$ cat src/rtl/stopwatch_ctrl.sv
// MM:SS stopwatch control: run/pause/done FSM, 1 s prescaler and BCD live/lap time registers.
// Button pulses act on the next clk edge; digits and tick are combinational from registers.
module stopwatch_ctrl #(
  parameter int TICK_DIV = 50_000_000
) (
  input  logic       clk,
  input  logic       reset,
  input  logic       btn_ss,
  input  logic       btn_lap,
  input  logic       btn_clr,
  output logic [3:0] min_tens,
  output logic [3:0] min_ones,
  output logic [3:0] sec_tens,
  output logic [3:0] sec_ones,
  output logic       running,
  output logic       lap_shown,
  output logic       overflow,
  output logic       tick
);

  localparam int PW = (TICK_DIV > 1) ? $clog2(TICK_DIV) : 1;
  localparam logic [PW-1:0] PRESC_MAX = PW'(TICK_DIV - 1);

  typedef enum logic [1:0] {IDLE, RUN, PAUSE, DONE} state_t;

  typedef struct packed {
    logic [3:0] mt;
    logic [3:0] mo;
    logic [3:0] st;
    logic [3:0] so;
  } bcd_t;

  localparam bcd_t TIME_ZERO = '0;
  localparam bcd_t TIME_MAX  = '{mt: 4'd5, mo: 4'd9, st: 4'd5, so: 4'd9};

  state_t         state_q, state_d;
  logic [PW-1:0]  presc_q, presc_d;
  bcd_t           live_q, live_d;
  bcd_t           lap_q, lap_d;
  logic           lap_shown_q, lap_shown_d;
  logic           running_q, running_d;
  logic           overflow_q, overflow_d;
  logic           tick_w;

  // Ripple carry through the four digits; never called at 59:59.
  function automatic bcd_t bcd_inc(input bcd_t t);
    bcd_t r;
    r = t;
    if (t.so != 4'd9) begin
      r.so = t.so + 4'd1;
    end else begin
      r.so = 4'd0;
      if (t.st != 4'd5) begin
        r.st = t.st + 4'd1;
      end else begin
        r.st = 4'd0;
        if (t.mo != 4'd9) begin
          r.mo = t.mo + 4'd1;
        end else begin
          r.mo = 4'd0;
          r.mt = t.mt + 4'd1;
        end
      end
    end
    return r;
  endfunction

  assign tick_w = (state_q == RUN) && (presc_q == PRESC_MAX);

  always_comb begin
    state_d     = state_q;
    presc_d     = presc_q;
    live_d      = live_q;
    lap_d       = lap_q;
    lap_shown_d = lap_shown_q;
    case (state_q)
      IDLE: begin
        if (btn_ss) begin
          state_d = RUN;
          presc_d = '0;
        end
      end
      RUN: begin
        // Lap always sees the pre-increment live value.
        if (btn_lap) begin
          if (!lap_shown_q) begin
            lap_d       = live_q;
            lap_shown_d = 1'b1;
          end else begin
            lap_shown_d = 1'b0;
          end
        end
        if (tick_w) begin
          presc_d = '0;
          if (live_q == TIME_MAX) begin
            state_d = DONE;
          end else begin
            live_d = bcd_inc(live_q);
            if (btn_ss) state_d = PAUSE;
          end
        end else if (btn_ss) begin
          state_d = PAUSE;
        end else begin
          presc_d = presc_q + PW'(1);
        end
      end
      PAUSE: begin
        if (btn_clr) begin
          state_d     = IDLE;
          presc_d     = '0;
          live_d      = TIME_ZERO;
          lap_d       = TIME_ZERO;
          lap_shown_d = 1'b0;
        end else begin
          if (btn_lap) lap_shown_d = 1'b0;
          if (btn_ss)  state_d = RUN;
        end
      end
      DONE: begin
        if (btn_clr) begin
          state_d     = IDLE;
          presc_d     = '0;
          live_d      = TIME_ZERO;
          lap_d       = TIME_ZERO;
          lap_shown_d = 1'b0;
        end
      end
      default: state_d = IDLE;
    endcase
    running_d  = (state_d == RUN);
    overflow_d = (state_d == DONE);
  end

  always_ff @(posedge clk or posedge reset) begin
    if (reset) begin
      state_q     <= IDLE;
      presc_q     <= '0;
      live_q      <= TIME_ZERO;
      lap_q       <= TIME_ZERO;
      lap_shown_q <= 1'b0;
      running_q   <= 1'b0;
      overflow_q  <= 1'b0;
    end else begin
      state_q     <= state_d;
      presc_q     <= presc_d;
      live_q      <= live_d;
      lap_q       <= lap_d;
      lap_shown_q <= lap_shown_d;
      running_q   <= running_d;
      overflow_q  <= overflow_d;
    end
  end

  bcd_t disp;
  assign disp      = lap_shown_q ? lap_q : live_q;
  assign min_tens  = disp.mt;
  assign min_ones  = disp.mo;
  assign sec_tens  = disp.st;
  assign sec_ones  = disp.so;
  assign running   = running_q;
  assign lap_shown = lap_shown_q;
  assign overflow  = overflow_q;
  assign tick      = tick_w;

endmodule

$ cat config.mk
export PLATFORM = sky130hd
export DESIGN_NAME = stopwatch_ctrl
export DESIGN_NICKNAME = d
export VERILOG_FILES = /design/src/rtl/stopwatch_ctrl.sv
export SDC_FILE = /design/constraint.sdc
export NUM_CORES = 1
export LEC_CHECK = 0
export CAP_MARGIN = 5
export CORE_UTILIZATION = 55
export CTS_CLUSTER_DIAMETER = 100
export DETAILED_ROUTE_END_ITERATION = 16
export GPL_TIMING_DRIVEN = 0
export PLACE_DENSITY = 0.85
export SLEW_MARGIN = 0
export SYNTH_ARGS = -nofsm -noshare
export SYNTH_HDL_FRONTEND = slang
export SYNTH_SLANG_ARGS = --single-unit
$ cat constraint.sdc
create_clock -name clk -period 2.7 [get_ports clk]
set_input_delay 0.405 -clock clk [delete_from_list [all_inputs] [get_ports clk]]
set_output_delay 0.405 -clock clk [all_outputs]
set_load 0.05 [all_outputs]
==> results.yml <==
outcome:
  status: "completed"
setup_path:
  worstPathArrival_ns: 2.24
  crit_required_ns: 2.30
  reg2regPathDepth: 6
  startpoint_type: "flop"
  path_class: "reg -> out"
  reg2reg_from: "presc_q[9]"
  crit_path_end_kind: "output pin"
  path_max_fanout: 10
  r2r_end: "live_q[13]"
  rrSetupSlack_ns: 0.13
clocking:
  clkTransAtPathRegs_ns: 0.07
  cts-root-buf: "clkbuf_8"
  ctsHoldBuffers: 0
  cts_tree: "yes"
  cts_buffers: 9
  postCtsSetupRepairBufs: 0
  cts_sinks: 63
  clockBufferDepth: 2
  cts_htree_levels: 3
  clk_latency_ns: 0.34
synthesis:
  synth.net_count: 426
  yosys.area_share.xor_xnor: 0.00482
  synthMuxAreaShare: 0.0640
  synth-seq-cells: 63
  yosysUniqueCellTypes: 44
  yosys.area_share.simple: 0.273
  synth_compound_area_frac: 0.154
  syn-instance-count: 412
  synthArstFlopShare: 1.00
  ys.flop_type: "dfrtp_1"
  synthAdderAreaFrac: 0.0310
  synth-edff-count: 0
  ys_seq_area_frac: 0.433
  synth_area_leaders: "dfrtp_1, nand3_1, nand2_1, mux2_2, o31ai_1"
  syn_area_mm2: 0.00364
  syn-mean-instance-area_um2: 8.83
  synth_top_family_by_area: "simple AND/OR/NAND/NOR gates"
  synth_warnings: 0
  synth_top_area_frac: 0.433
  synth_top_cell_by_area: "dfrtp_1"
placed_design:
  detailed_place_hpwl_mm: 6.21
  gp_congestion: 0.908
  io_buffers: 24
global_route:
  grt_pass1_wl_mm: 15.4
  grt_max_degree: 40
  grt_most_used_layer: "met2"
  antenna_found_initial: 0
  grt.met2_usage: 0.459
  grt_overflow: 0
  gr-usage-met1: 0.339
  grt_use_total: 0.276
  use_met3: 0.0636
  grt_pass1_vias: 3349
job:
  max_cap_violations: 0
layout:
  layout-drive-gt1-share: 0.106
  final_nets: 462
  post-route-util: 0.672
  areaGrowthSynthToFinish_pct: 17.3
  diodes: 0
  final_common_cell: "dfrtp_1"
  layout_common_cells: "dfrtp_1, nand3_1, nand2_1"
floorplan:
  die_h_um: 83.3
  core_mm2: 0.00635
  dieArea_mm2: 0.00694
  io_pins: 25
  initial_core_util: 0.573
  num_rows: 29
  die_w_um: 83.3
timing:
  finalHoldViolCount: 0
  fmax_mhz: 378
  tightest_slew_ns: 0.867
  finalCritPeriodShare: 0.981
  setup_viol: 0
  slew_headroom: 0.422
  tns_ns: 0
  finalCriticalPeriod_ns: 2.65
  rsz0062_at_grt: "false"
  skew_ns: 0.00391
  drv_slew: 0
min_path:
  whs_path_depth: 2
  holdCritPathClass: "reg -> reg"
  hold_path_startpoint: "lap_q[11]"
  hold_end: "lap_q[11]"
detailed_routing:
  viasPerCell: 6.36
  ant_nets: 0
  dr.pass1.iters: 5
  vias: 3371
  drt_wl_total_mm: 9.01
  drcViolationCount: 0
  routedWlPerCell_um: 17.0
  first_iter_violations: 233
power:
  power_density_mw_per_mm2: 1040
  ir_drop_mv: 0.987
  power_leakage_nw: 1.82
[what timing repair did]
item,CTS,global route
endpoints found under the setup margin,25,29
hold endpoints to repair,0,0
pin swaps,1,0
cloned,0,0
resized for setup,11,17
[power breakdown]
| group | internal (W) | leakage [nW] | switching (W) |
|---|---|---|---|
| Sequential | 0.00116 | 0.850 | 0.000215 |
| Combinational | 0.000691 | 0.855 | 0.00144 |
| Clock | 0.000570 | 0.114 | 0.000359 |
| Total | 0.00242 | 1.82 | 0.00201 |
[final cells by class]
type | instances | area [um2]
inverters | 13 | 48.8
well taps | 77 | 96.3
repair buffers | 25 | 270
fillers | 510 | 2080
multi-input cells | 312 | 1950
plain buffers | 24 | 100
clock inverters | 3 | 65.1
clock buffers | 13 | 159
flip-flops and latches | 63 | 1580
[sequential cells by signal (all words and copies together) (netlist names)]
register	count
state_q	2
lap_q	16
presc_q	26
live_q	16
lap_shown	1
overflow	1
running	1
[critical path, stage by stage, from the launching register on]
cell	delay (ns)
dfrtp_1	0.48
clkbuf_2	0.32
mux2_2	0.39
clkdlybuf4s50_1	0.70
[per-layer routing]
layer  vias to the layer above  share of wire  routed length (um)
met5                         -              0                   0
met4                         0          0.022                 202
met3                        26          0.055                 497
met2                       133           0.50                4540
met1                      1613           0.42                3770
li1                       1599              -                   -
[cells in the mapped netlist, types with 13 or more instances]
cell type  instances
o21ai_0           18
o31ai_1           17
inv_1             13
or4_1             15
clkbuf_1          19
nand2_1           46
nor3_1            13
mux2_2            13
dfrtp_1           63
a21oi_1           25
nor2_1            19
nand3_1           50
[cells by family (layout without fill, tap and decap cells)]
group                    count (synthesis)  in the layout
buffers and inverters                   37             78
flip-flops                              63             63
AND/OR/NAND/NOR                        189            189
AO/OA/AOI/OAI                           91             91
XOR/XNOR                                 2              2
adder cells (fa/ha/maj)                  9              9
multiplexers                            21             21
[stage by stage]
step | setup slack [ns] | std cells | power (W) | instance area (um2) | hold WS (ns)
final | 0.0515 | 530 | 0.00444 | 4270 | 0.494
after global routing | 0.0000344 | 530 | 0.00468 | 4270 | 0.517
after CTS | -0.00518 | 530 | 0.00443 | 4240 | 0.499
after detailed placement | -0.321 | 514 | 0.00345 | 3990 | 0.482
after global placement | -0.344 | 513 | 0.00339 | 3970 | 0.473
after floorplan | 0.213 | 412 | 0.00283 | 3640 | 0.462
[worst max path at each step]
stage | end | startpoint
after global placement | lap_q[0] | reset
after detailed placement | presc_q[11] | btn_ss
final | sec_tens[0] | lap_shown
after floorplan | sec_tens[1] | lap_shown
after global routing | min_tens[0] | lap_shown
after CTS | tick | presc_q[9]
(Power assumes the default switching activity.)
